==> src/rtl/bypass_rf_pkg.sv <==
// Shared types and constants for the bypass regfile client: FSM state
// encoding, default widths and the saturating statistics counter helper.
package bypass_rf_pkg;

    localparam int ADDR_W = 5;
    localparam int DATA_W = 32;
    localparam int NAME_W = 2;
    localparam int STAT_W = 32;

    typedef logic [ADDR_W-1:0] addr_t;
    typedef logic [DATA_W-1:0] data_t;
    typedef logic [NAME_W-1:0] name_t;

    typedef enum logic [2:0] {
        ST_IDLE = 3'd0,
        ST_RES  = 3'd1,
        ST_WAIT = 3'd2,
        ST_RSP  = 3'd3,
        ST_WB   = 3'd4,
        ST_FREE = 3'd5
    } state_t;

    function automatic logic [STAT_W-1:0] sat_inc(input logic [STAT_W-1:0] v);
        return (&v) ? v : v + {{(STAT_W-1){1'b0}}, 1'b1};
    endfunction

endpackage

==> src/rtl/bypass_rf_opnd_capture.sv <==
// Sticky capture of one read port's data: latches the first valid beat
// while enabled and holds it until the operand is freed.
module bypass_rf_opnd_capture #(
    parameter int data_width = 32
) (
    input  logic                  CLK,
    input  logic                  RST,
    input  logic                  en,
    input  logic                  valid,
    input  logic [data_width-1:0] d,
    input  logic                  clear,
    output logic                  vld,
    output logic                  vld_next,
    output logic [data_width-1:0] data
);

    // Lets the FSM leave WAIT in the same cycle the last operand arrives.
    assign vld_next = vld | (en & valid);

    always_ff @(posedge CLK or posedge RST) begin
        if (RST) begin
            vld  <= 1'b0;
            data <= '0;
        end else if (clear) begin
            vld <= 1'b0;
        end else if (en && valid && !vld) begin
            vld  <= 1'b1;
            data <= d;
        end
    end

endmodule

==> src/rtl/bypass_rf_client.sv <==
// Single-instruction sequencer for the bypass regfile reserve/read/write/free
// protocol. Optional stall counters: define BYPASS_RF_CLIENT_STATS_EN.
module bypass_rf_client
    import bypass_rf_pkg::*;
#(
    parameter int addr_width = ADDR_W,
    parameter int data_width = DATA_W,
    parameter int name_width = NAME_W
) (
    input  logic                  CLK,
    input  logic                  RST,
    input  logic                  req_valid,
    output logic                  req_ready,
    input  logic [addr_width-1:0] req_rs1,
    input  logic [addr_width-1:0] req_rs2,
    input  logic [addr_width-1:0] req_rd,
    input  logic                  req_wr,
    output logic                  rsp_valid,
    input  logic                  rsp_ready,
    output logic [data_width-1:0] rsp_d1,
    output logic [data_width-1:0] rsp_d2,
    input  logic                  wb_valid,
    output logic                  wb_ready,
    input  logic [data_width-1:0] wb_data,
    output logic [addr_width-1:0] rf_addr_in,
    output logic                  rf_alloc_e,
    input  logic                  rf_alloc_ready,
    input  logic [name_width-1:0] rf_name_in,
    output logic [addr_width-1:0] rf_addr_1,
    output logic [addr_width-1:0] rf_addr_2,
    output logic                  rf_rrese_1,
    output logic                  rf_rrese_2,
    input  logic                  rf_rres_ready_1,
    input  logic                  rf_rres_ready_2,
    input  logic [name_width-1:0] rf_rname_1,
    input  logic [name_width-1:0] rf_rname_2,
    output logic [name_width-1:0] rf_rd_name_1,
    output logic [name_width-1:0] rf_rd_name_2,
    input  logic [data_width-1:0] rf_d_1,
    input  logic [data_width-1:0] rf_d_2,
    input  logic                  rf_valid_1,
    input  logic                  rf_valid_2,
    output logic                  rf_fe_1,
    output logic                  rf_fe_2,
    output logic                  rf_we,
    output logic [name_width-1:0] rf_wname,
    output logic [data_width-1:0] rf_wdata,
    output logic [name_width-1:0] rf_wf,
    output logic                  rf_wfe,
`ifdef BYPASS_RF_CLIENT_STATS_EN
    output logic [STAT_W-1:0]     stat_res_stall,
    output logic [STAT_W-1:0]     stat_wait_stall,
`endif
    input  logic                  rf_f_ready
);

    state_t                  state_reg;
    logic [addr_width-1:0]   rs1_reg, rs2_reg, rd_reg;
    logic                    wr_reg;
    logic [name_width-1:0]   rname1_reg, rname2_reg, wname_reg;
    logic                    req_ready_reg, rsp_valid_reg, wb_ready_reg, wfe_reg;

    logic                    res_ok, res_fire, rsp_fire, wb_fire, cap_en;
    logic [1:0]              cap_valid_in, cap_vld, cap_vld_next;
    logic [data_width-1:0]   cap_d_in [2];
    logic [data_width-1:0]   cap_data [2];

    // All three slots are granted in one cycle or none are.
    assign res_ok   = rf_rres_ready_1 & rf_rres_ready_2 & (~wr_reg | rf_alloc_ready);
    assign res_fire = (state_reg == ST_RES) & res_ok;
    assign rsp_fire = rsp_valid_reg & rsp_ready;
    assign wb_fire  = wb_ready_reg & wb_valid;
    assign cap_en   = (state_reg == ST_WAIT);

    assign cap_valid_in = {rf_valid_2, rf_valid_1};
    assign cap_d_in[0]  = rf_d_1;
    assign cap_d_in[1]  = rf_d_2;

    generate
        for (genvar gi = 0; gi < 2; gi++) begin : g_cap
            bypass_rf_opnd_capture #(.data_width(data_width)) u_cap (
                .CLK      (CLK),
                .RST      (RST),
                .en       (cap_en),
                .valid    (cap_valid_in[gi]),
                .d        (cap_d_in[gi]),
                .clear    (rsp_fire),
                .vld      (cap_vld[gi]),
                .vld_next (cap_vld_next[gi]),
                .data     (cap_data[gi])
            );
        end
    endgenerate

    assign req_ready    = req_ready_reg;
    assign rsp_valid    = rsp_valid_reg;
    assign rsp_d1       = cap_data[0];
    assign rsp_d2       = cap_data[1];
    assign wb_ready     = wb_ready_reg;
    assign rf_addr_1    = rs1_reg;
    assign rf_addr_2    = rs2_reg;
    assign rf_addr_in   = rd_reg;
    assign rf_rrese_1   = res_fire;
    assign rf_rrese_2   = res_fire;
    assign rf_alloc_e   = res_fire & wr_reg;
    assign rf_rd_name_1 = rname1_reg;
    assign rf_rd_name_2 = rname2_reg;
    assign rf_fe_1      = rsp_fire;
    assign rf_fe_2      = rsp_fire;
    assign rf_we        = wb_fire;
    assign rf_wname     = wname_reg;
    assign rf_wdata     = wb_fire ? wb_data : '0;
    assign rf_wf        = wname_reg;
    assign rf_wfe       = wfe_reg;

    always_ff @(posedge CLK or posedge RST) begin
        if (RST) begin
            state_reg     <= ST_IDLE;
            rs1_reg       <= '0;
            rs2_reg       <= '0;
            rd_reg        <= '0;
            wr_reg        <= 1'b0;
            rname1_reg    <= '0;
            rname2_reg    <= '0;
            wname_reg     <= '0;
            req_ready_reg <= 1'b0;
            rsp_valid_reg <= 1'b0;
            wb_ready_reg  <= 1'b0;
            wfe_reg       <= 1'b0;
        end else begin
            case (state_reg)
                ST_IDLE: begin
                    req_ready_reg <= 1'b1;
                    if (req_ready_reg && req_valid) begin
                        rs1_reg       <= req_rs1;
                        rs2_reg       <= req_rs2;
                        rd_reg        <= req_rd;
                        wr_reg        <= req_wr;
                        req_ready_reg <= 1'b0;
                        state_reg     <= ST_RES;
                    end
                end
                ST_RES: begin
                    if (res_ok) begin
                        rname1_reg <= rf_rname_1;
                        rname2_reg <= rf_rname_2;
                        if (wr_reg) wname_reg <= rf_name_in;
                        state_reg  <= ST_WAIT;
                    end
                end
                ST_WAIT: begin
                    if (&cap_vld_next) begin
                        rsp_valid_reg <= 1'b1;
                        state_reg     <= ST_RSP;
                    end
                end
                ST_RSP: begin
                    if (rsp_ready) begin
                        rsp_valid_reg <= 1'b0;
                        if (wr_reg) begin
                            wb_ready_reg <= 1'b1;
                            state_reg    <= ST_WB;
                        end else begin
                            req_ready_reg <= 1'b1;
                            state_reg     <= ST_IDLE;
                        end
                    end
                end
                ST_WB: begin
                    if (wb_valid) begin
                        wb_ready_reg <= 1'b0;
                        wfe_reg      <= 1'b1;
                        state_reg    <= ST_FREE;
                    end
                end
                ST_FREE: begin
                    if (rf_f_ready) begin
                        wfe_reg       <= 1'b0;
                        req_ready_reg <= 1'b1;
                        state_reg     <= ST_IDLE;
                    end
                end
                default: state_reg <= ST_IDLE;
            endcase
        end
    end

`ifdef BYPASS_RF_CLIENT_STATS_EN
    logic [STAT_W-1:0] res_stall_reg, wait_stall_reg;

    always_ff @(posedge CLK or posedge RST) begin
        if (RST) begin
            res_stall_reg  <= '0;
            wait_stall_reg <= '0;
        end else begin
            if (state_reg == ST_RES && !res_ok) res_stall_reg <= sat_inc(res_stall_reg);
            if (state_reg == ST_WAIT) wait_stall_reg <= sat_inc(wait_stall_reg);
        end
    end

    assign stat_res_stall  = res_stall_reg;
    assign stat_wait_stall = wait_stall_reg;
`endif

endmodule

==> config.mk <==
export PLATFORM = sky130hd
export DESIGN_NAME = bypass_rf_client
export DESIGN_NICKNAME = d
export VERILOG_FILES = /design/src/rtl/bypass_rf_pkg.sv /design/src/rtl/bypass_rf_opnd_capture.sv /design/src/rtl/bypass_rf_client.sv
export SDC_FILE = /design/constraint.sdc
export NUM_CORES = 1
export LEC_CHECK = 0
export BUFFER_PORTS_ARGS = -buffer_cell sky130_fd_sc_hd__buf_4
export CAP_MARGIN = 20
export CORE_MARGIN = 8
export CORE_UTILIZATION = 40
export DETAILED_ROUTE_END_ITERATION = 8
export PLACE_DENSITY = 0.75
export SLEW_MARGIN = 5
export SYNTH_ARGS = -nofsm -noshare
export SYNTH_HDL_FRONTEND = slang
export SYNTH_SLANG_ARGS = --single-unit
==> constraint.sdc <==
create_clock -name CLK -period 4.7 [get_ports CLK]
set_clock_uncertainty 0.15 [all_clocks]
set_input_delay 0.705 -clock CLK [delete_from_list [all_inputs] [get_ports CLK]]
set_output_delay 0.705 -clock CLK [all_outputs]
set_load 0.01 [all_outputs]
---- After elaboration in Yosys (flattened, before gate mapping) ----
Index checks and enable logic that the tools add are counted.
word-level totals
  register bits after elaboration ......... 95
  logic and storage cells ................. 95
cells by class
  bitwise operators ....................... 13
  equality and inequality tests ........... 13
  reduce and logical (&&, ||, !) cells .... 25
  mux-type cells .......................... 28
operators with widths
  operator              number
  $mux W32              1
  $mux W3               7
  $pmux W3 S6           1
  $ne A2 B2 Y1 const B  8
  $mux W1               15
  $reduce_and A2 Y1     5
  $reduce_bool A2 Y1    5
  $reduce_and A3 Y1     3
  $and A1 B1 Y1         8
  $reduce_and A4 Y1     2
  $eq A3 B2 Y1 const B  2
  $eq A3 B3 Y1 const B  2
  $pmux W1 S2           3
  $reduce_and A6 Y1     1
  $logic_and A1 B1 Y1   5
  $eq A3 B1 Y1 const B  1
  $logic_not A3 Y1      1
  $or A1 B1 Y1          3
  $pmux W1 S3           1
  $reduce_bool A3 Y1    1
  $logic_not A1 Y1      2
  $not A1 Y1            2

---- Longest topological paths before layout ----
Gate-level depths: netlist of the first run.
  depth in word-level cells ............... 6
  gate-level depth with buffers ........... 5
  mapped depth without buffers ............ 3

---- Cells and area by module ----
A second synthesis of the first run with hierarchy kept.
unflattened totals
  cell total of the unflattened synthesis .. 300
  area total of the unflattened synthesis .. 4,406.7 µm²
by module, submodules not included
  module                  sequential area each (µm²)  cells an instance  area each (µm²)  instances
  bypass_rf_opnd_capture  825.8                       73                 1,395.1          2
  bypass_rf_client        725.7                       154                1,616.6          1

---- Worst setup path after synthesis of the first run ----
No wires, ideal clock.
  path type ............................... input -> output
  from .................................... input rf_rres_ready_1
  to ...................................... output rf_rrese_2
  data arrival time ....................... 1.467 ns
  stages .................................. 3
  setup slack ............................. 2.378 ns
  data required time ...................... 3.845 ns
  cell sequence ........................... nand2_1 nor4_4 buf_4
between the ends
  cells in the longest elaborated chain, start to end .. 3
RTL lines
  item                        line                    RTL
  from (decl)                 bypass_rf_client.sv:33  input logic rf_rres_ready_1,
  $and A1 B1 Y1 (2 in a row)  bypass_rf_client.sv:69  assign res_ok = rf_rres_ready_1 & rf_rres_ready_2 & (~wr_reg | rf_alloc_ready);
  $and A1 B1 Y1               bypass_rf_client.sv:70  assign res_fire = (state_reg == ST_RES) & res_ok;
  to (decl)                   bypass_rf_client.sv:32  output logic rf_rrese_2,
No other way between the ends.

---- Worst setup path in the final report of the first run ----
  from .................................... register state_reg[0]
  to ...................................... output rf_alloc_e
between the ends
  cells in the longest elaborated chain, start to end .. 3
RTL lines
  item                    line                     RTL
  from (decl)             bypass_rf_client.sv:57   state_t state_reg;
  from (signal assigned)  bypass_rf_client.sv:118  state_reg <= ST_IDLE;
  from (signal assigned)  bypass_rf_client.sv:140  state_reg <= ST_RES;
  from (signal assigned)  bypass_rf_client.sv:148  state_reg <= ST_WAIT;
  $eq A3 B1 Y1            bypass_rf_client.sv:70
  $and A1 B1 Y1           bypass_rf_client.sv:70
  $and A1 B1 Y1           bypass_rf_client.sv:105  assign rf_alloc_e = res_fire & wr_reg;
  to (decl)               bypass_rf_client.sv:26   output logic rf_alloc_e,
No other way between the ends.

==> results.md, run 1 <==
* Asr flop ratio synth at 100%
* FP Rows at 38
* Drt pass-1 iters at 4
* Clock transition at the registers of the reported paths at 0.09 ns
* Sw Share at 32.9%
* Mean Syn Cell Area at 14.9 um2
* Switching power of the nets at between 1000 and 1500 uW
* Post-cts sizing count at 0
* H-tree level count at 3
* Reg2Reg Capture Point: g_cap[0].u_cap.data[19]
* Final wirelength at 13200 um
* Post-Synthesis Cells at 291
* Status: finished clean
* RSZ-0062 raised after global routing: no
* Diodes inserted at 0
* DRC at 0
* Part of the power in the clock network at between 10 and 15%
* Worst reg2reg setup slack at about 2.2 ns
* Synth area leaders: dfrtp_1, mux2_4, mux2_2, and3_1, buf_6
* Worst path max stage delay at just over 0.7 ns
* Worst slew margin at 34.4%
* Root buf cell: clkbuf_8
* Most common cell after layout, fill and taps aside: buf_4
* DR vias at 3271
* Die X at 120 um
* Final worst-path cycle share at 60.1%
* Leakage at roughly 0.0036 uW
* Critical path cell sequence: nand2b_1 -> nor4_2 -> buf_4
* Deepest clock path buffer count at 2
* I/O Buffers at 257
* DR iter-0 viols at between 150 and 200
* Total clock sinks at 95
* WP data arrival at 1.97 ns
* Worst EP required at around 3.9 ns
* Register with the most flip-flops: g_cap.u_cap.data
* Buf/Inv on CP at 1
* Mapped cell area at ~0.0043 mm2
* Largest register FFs at 64
* Top_reg_cell synth: dfrtp_1
* Post-synthesis sequential area ratio at 55.0%
* I/O pin cnt at 258
* Initial antenna violation count at 0
* Synth Warn # at 0
* Logic pwr share at between 40% and 50%
* First-pass GRT wire length at 19800 um
* Worst setup path class: register to output pin
* Detail Placement HPWL at 10400 um
* Count of pins over their slew limit at 0
* Total GRT Usage at 17.2%
* FF-to-FF Start: state_reg[0]
* ANT nets after route at 0
* Worst R2R Path Depth at 3
* Worst-path fanout max at 14
* P per Cell Area at 589 mW/mm2
* Die Ht at 120 um
* Vias in the first global route at 3536
* CP top delay family: flip-flops
* Worst hold path type: input port to async pin
* Post-CTS Setup Bufs at 0
* Hold Vio Cnt, Final at 0
* Final #Nets at 668
* Internal power at approximately 2600 uW
* Fillcell total at 856
* CP Capture Type: output pin
* CTS tree: done
* Area growth from synthesis to layout at 50.2%
* Max cap viols at 0
* Area of the multi-input gates at 0.00178 mm2
* Layout cell share with drive strength beyond 1 at 67.5%
* Most frequent cells in the layout: buf_4, dfrtp_1, mux2_4
* WL per Instance at 19.2 um
* Syn_nets at 420
* Sequential Power Share at ~40%
* VDD IR-drop max at around 0.00034 V
* Setup WS pre-CTS at ~2.1 ns
* Setup ws final at 1.87 ns
* TritonCTS Buffers at 9
* Critical Path Start Type: register
* Slew @ Worst Pin at 0.977 ns
* Synth top area share at 55.0%
* Post-synth EDFFs at 0
* Gr ovfl total at 0
* Final setup TNS at 0 ns
* Initial Utilization at 40.4%
* CORE AREA at 0.0107 mm2
* Clock latency on the worst-skew pair at 0.35 ns
* CTS Hold Bufs at 0
* Distinct cell type count after synthesis at 29
* Setup-failing EPs final at 0
* Post-DR vias/cell at 4.78
* Seq. cell area at around 0.0024 mm2
* Largest net degree at the start of global routing at between 50 and 60
* Largest area contributor in the netlist: dfrtp_1
* Seq cells post-synth at 95
* Max Clk Rate at roughly 350 MHz
* Slowest CP cell: dfrtp_1
* Min Clock Period, post-route at between 2 and 3 ns
* Gpl congestion at 0.846
* Die ar. at ~0.014 mm2
==> routing by layer <==
metal	up-vias	part of all wire, %	GRT usage, %	wire length (um)
li1	1519	-	-	-
met1	1612	41	20.2	5340
met2	132	50	28.6	6600
met4	0	0.71	3.12	93
met3	8	8.6	7.75	1130
met5	-	0	0	0
==> synth_stat cells, types with 2 or more instances <==
master	count
nor2_1	5
nand2_1	11
buf_4	6
a21oi_1	6
nand2b_1	2
inv_1	5
a221oi_1	2
nor4_4	2
buf_6	6
and3_1	32
mux2_4	60
nor2b_1	5
clkbuf_1	8
o2bb2ai_1	2
mux2i_1	2
nand3b_1	2
nand4b_4	2
mux2_2	26
dfrtp_1	95
a31oi_1	3
==> through the flow <==
stage	area [um2]	hold WS [ns]	total power [uW]	util, %	cells
floorplan	4320	0.335	2410	-	291
global placement	6290	0.342	3250	58.8	668
detailed placement	6290	0.345	3310	58.8	668
CTS	6490	0.341	3880	60.7	684
global route	6490	0.371	4040	60.7	684
finish	6490	0.320	3820	60.7	684
==> power by group through the flow <==
stage | clock, uW | sequential [uW] | combinational, uW
2_1_floorplan | 0 | 1610 | 799
3_3_place_gp | 0 | 1490 | 1750
4_1_cts | 576 | 1510 | 1790
6_report | 553 | 1510 | 1760
3_5_place_dp | 0 | 1520 | 1790
5_1_grt | 602 | 1560 | 1880
==> how the worst max path moves through the flow <==
stage                 start                       to  cells past startpoint
2_1_floorplan           RST   g_cap[0].u_cap.data[0]                      1
3_3_place_gp      rsp_ready  g_cap[0].u_cap.data[17]                      4
3_5_place_dp      rsp_ready  g_cap[0].u_cap.data[19]                      4
4_1_cts        state_reg[0]               rf_alloc_e                      3
5_1_grt        state_reg[0]               rf_alloc_e                      3
6_report       state_reg[0]               rf_alloc_e                      3
==> layout make-up <==
class	count	area share [%]
inverter	5	0.328
clock inverter	6	1.02
sequential	95	36.6
multi-input combinational	170	27.4
timing repair buffer	258	29.8
tap	140	2.70
clock buffer	10	2.12
==> worst reg2reg max path: stages, from the launching register on <==
cell and delay (ns):
dfrtp_1 0.60, nor3b_4 0.43, nand4b_4 0.69, mux2_4 0.57
==> cells by family after synthesis <==
group	count (synthesis)	share of synthesized area (%)
compound gates	16	2.43
simple gates	66	10.6
buf+inv	26	3.85
mux	88	28.1
flops	95	55.0
No activity file was read; power rests on OpenSTA's default activity.
==> inputs of run 2 (changes only) <==
--- a/config.mk
+++ b/config.mk
@@ -5,12 +5,13 @@
 export SDC_FILE = /design/constraint.sdc
 export NUM_CORES = 1
 export LEC_CHECK = 0
+export ABC_AREA = 1
 export BUFFER_PORTS_ARGS = -buffer_cell sky130_fd_sc_hd__buf_4
 export CAP_MARGIN = 20
 export CORE_MARGIN = 8
 export CORE_UTILIZATION = 40
 export DETAILED_ROUTE_END_ITERATION = 8
-export PLACE_DENSITY = 0.75
+export PLACE_DENSITY = 0.77
 export SLEW_MARGIN = 5
 export SYNTH_ARGS = -nofsm -noshare
 export SYNTH_HDL_FRONTEND = slang
==> constraint.sdc (replaced) <==
create_clock -name CLK -period 2.56 [get_ports CLK]
set_clock_uncertainty 0.15 [all_clocks]
set_input_delay 0.384 -clock CLK [delete_from_list [all_inputs] [get_ports CLK]]
set_output_delay 0.384 -clock CLK [all_outputs]
set_load 0.01 [all_outputs]
==> results.md, run 2 <==
* Status: finished clean
* Top post-synthesis cells by count: nand2_1, inv_1, dfrtp_1, o21ai_2, nor2_1
* Setup WS pre-CTS at 0.560 ns (-1.57 ns)
* Total clock sinks at 95 (unchanged)
* RSZ-0062 raised after global routing: no
* Worst setup path class: register to output pin
* DRC at 0 (unchanged)
* Post-Synthesis Cells at 520 (+79%)
* FF-to-FF Start: state_reg[2]
* Die Ht at 122 um (+2.1%)
* Distinct cell type count after synthesis at 22 (-24%)
* Clock transition at the registers of the reported paths at 0.06 ns (-0.03 ns)
* Synth top area share at 52.4% (-2.6 points)
* WP data arrival at 1.79 ns (-0.18 ns)
* Hold Vio Cnt, Final at 0 (unchanged)
* Die ar. at 0.0150 mm2 (+4.2%)
* I/O pin cnt at 258 (unchanged)
* Detail Placement HPWL at 10800 um (+4.1%)
* Deepest clock path buffer count at 2 (unchanged)
* Gpl congestion at 0.849 (+0.37%)
* Reg2Reg Capture Point: g_cap[0].u_cap.data[8]
* Worst slew margin at 53.0% (+19 points)
* FP Rows at 39 (+2.6%)
* Worst R2R Path Depth at 7 (+4)
* Critical Path Start Type: register
* Top_reg_cell synth: dfrtp_1
* Post-CTS Setup Bufs at 0 (unchanged)
* Initial antenna violation count at 0 (unchanged)
* Max Clk Rate at 430 MHz
* Synth area leaders: dfrtp_1, nand2_1, o21ai_2, inv_1, nor2_1
* Initial Utilization at 40.4% (about the same)
* WL per Instance at 14.4 um (-25%)
* Total GRT Usage at 17.2% (-0.024 points)
* Worst path max stage delay at 0.42 ns (-0.30 ns)
* I/O Buffers at 257 (unchanged)
* Vias in the first global route at 4207 (+19%)
* Gr ovfl total at 0 (unchanged)
* Buf/Inv on CP at 4 (+3)
* Final wirelength at 13200 um (+0.46%)
* TritonCTS Buffers at 9 (unchanged)
* Slowest CP cell: dfrtp_1
* Root buf cell: clkbuf_16
* CP top delay family: simple AND/OR/NAND/NOR gates
* Layout cell share with drive strength beyond 1 at 45.9% (-22 points)
* Most frequent cell after synthesis: nand2_1
* Min Clock Period, post-route at 2.32 ns
* DR vias at 4088 (+25%)
* Clock latency on the worst-skew pair at 0.33 ns (-0.02 ns)
* Register with the most flip-flops: g_cap.u_cap.data
* Setup-failing EPs final at 0 (unchanged)
* Diodes inserted at 0 (unchanged)
* Setup ws final at 0.236 ns (-1.64 ns)
* CP Capture Type: output pin
* Worst hold path type: input port to async pin
* ANT nets after route at 0 (unchanged)
* Seq cells post-synth at 95 (unchanged)
* Worst EP required at 2.03 ns (-1.82 ns)
* VDD IR-drop max at 0.000515 V (+53%)
* CTS Hold Bufs at 0 (unchanged)
* Final worst-path cycle share at between 90 and 100%
* First-pass GRT wire length at 20500 um (+3.8%)
* Mean Syn Cell Area at 8.72 um2 (-41%)
* Post-DR vias/cell at 4.45 (-6.9%)
* Worst-path fanout max at 8 (-6)
* Slew @ Worst Pin at 0.703 ns (-0.274 ns)
* Die X at 122 um (+2.1%)
* Max cap viols at 0 (unchanged)
* Largest register FFs at 64 (unchanged)
* Largest area contributor in the netlist: dfrtp_1
* Syn_nets at 649 (+55%)
* CTS tree: done
* Count of pins over their slew limit at 0 (unchanged)
* Most frequent cells in the layout: buf_4, nand2_1, inv_1
* Final setup TNS at 0 ns (unchanged)
* Post-cts sizing count at 0 (unchanged)
* Drt pass-1 iters at 5 (+1)
* P per Cell Area at 1060 mW/mm2 (+81%)
* Mapped cell area at 0.00453 mm2 (+4.9%)
* DR iter-0 viols at 146 (-6.4%)
* Synth Warn # at 0 (unchanged)
* Most common cell after layout, fill and taps aside: buf_4
* Post-synthesis sequential area ratio at 52.4% (-2.6 points)
* CORE AREA at 0.0112 mm2 (+4.9%)
* Final #Nets at 901 (+35%)
* Leakage at 0.00402 uW (+12%)
* Asr flop ratio synth at 100% (unchanged)
* Worst reg2reg setup slack at 0.57 ns (-1.58 ns)
* Post-synth EDFFs at 0 (unchanged)
* Area growth from synthesis to layout at 50.9%
* Critical path cell sequence: inv_2 -> nand2_1 -> nor2_1 -> inv_1 -> nor2_4 -> nand2_1 -> inv_1 -> buf_4
* Largest net degree at the start of global routing at 65 (+10%)
* H-tree level count at 3 (unchanged)
==> run 2: cell count changes in the layout (fill, tap and decap cells not counted), moves of 9 or more <==
cell and delta:
o21ai_2 +64, and3_1 -32, clkbuf_8 -10, mux2_2 -26
nand3_1 +9, clkbuf_16 +9, nor2_1 +31, nand2_1 +141
inv_1 +109, mux2_4 -60
==> run 2: routing by layer <==
metal  global-route usage (%)  wire, um  share of wire [%]  vias up
li1                         -         -                  -     2030
met1                     17.8      4830                 36     1888
met2                     31.5      6900                 52      158
met3                     6.39      1350                 10       12
met4                     5.41       154                1.2        0
met5                        0         0                  0        -
==> run 2: stage by stage <==
| step | cell area [um2] | cells | hold slack, ns | util, % | power, uW |
|---|---|---|---|---|---|
| after global placement | 6540 | 904 | 0.307 | 58.3 | 5870 |
| final | 6840 | 918 | 0.0219 | 61.0 | 7280 |
| after floorplan | 4540 | 520 | 0.344 | - | 4360 |
| after global routing | 6840 | 918 | 0.0673 | 61.0 | 7810 |
| after detailed placement | 6540 | 904 | 0.311 | 58.3 | 6000 |
| after CTS | 6840 | 918 | 0.0453 | 61.0 | 7400 |
==> run 2: power breakdown <==
group          internal [uW]  switching [uW]
combinational           1590            1710
sequential              2180             428
clock                    843             526
total                   4620            2660
==> run 2: worst max-delay path by stage <==
stage          depth (start not counted)                 endpoint         start
3_5_place_dp                           7   g_cap[0].u_cap.data[8]  state_reg[2]
3_3_place_gp                           7  g_cap[0].u_cap.data[11]  state_reg[2]
6_report                               8               rf_alloc_e  state_reg[1]
4_1_cts                                8               rf_alloc_e  state_reg[1]
5_1_grt                                8               rf_alloc_e  state_reg[1]
2_1_floorplan                          7               rf_alloc_e  state_reg[1]
==> run 2: final cells by class <==
class | count | area, um2
Clock buffer | 10 | 229
Multi-Input combinational cell | 286 | 1510
Tap cell | 143 | 179
Clock inverter | 4 | 72.6
Sequential cell | 95 | 2380
Timing Repair Buffer | 263 | 2020
Fill cell | 971 | 4380
Inverter | 117 | 445
==> run 2: logic make-up (layout without fill, tap and decap cells) <==
logic type	count (synthesis)	count (layout)	share of synthesized area, %
simple gates	210	210	19.7
compound gates	76	76	13.7
buf+inv	139	394	14.2
flops	95	95	52.4
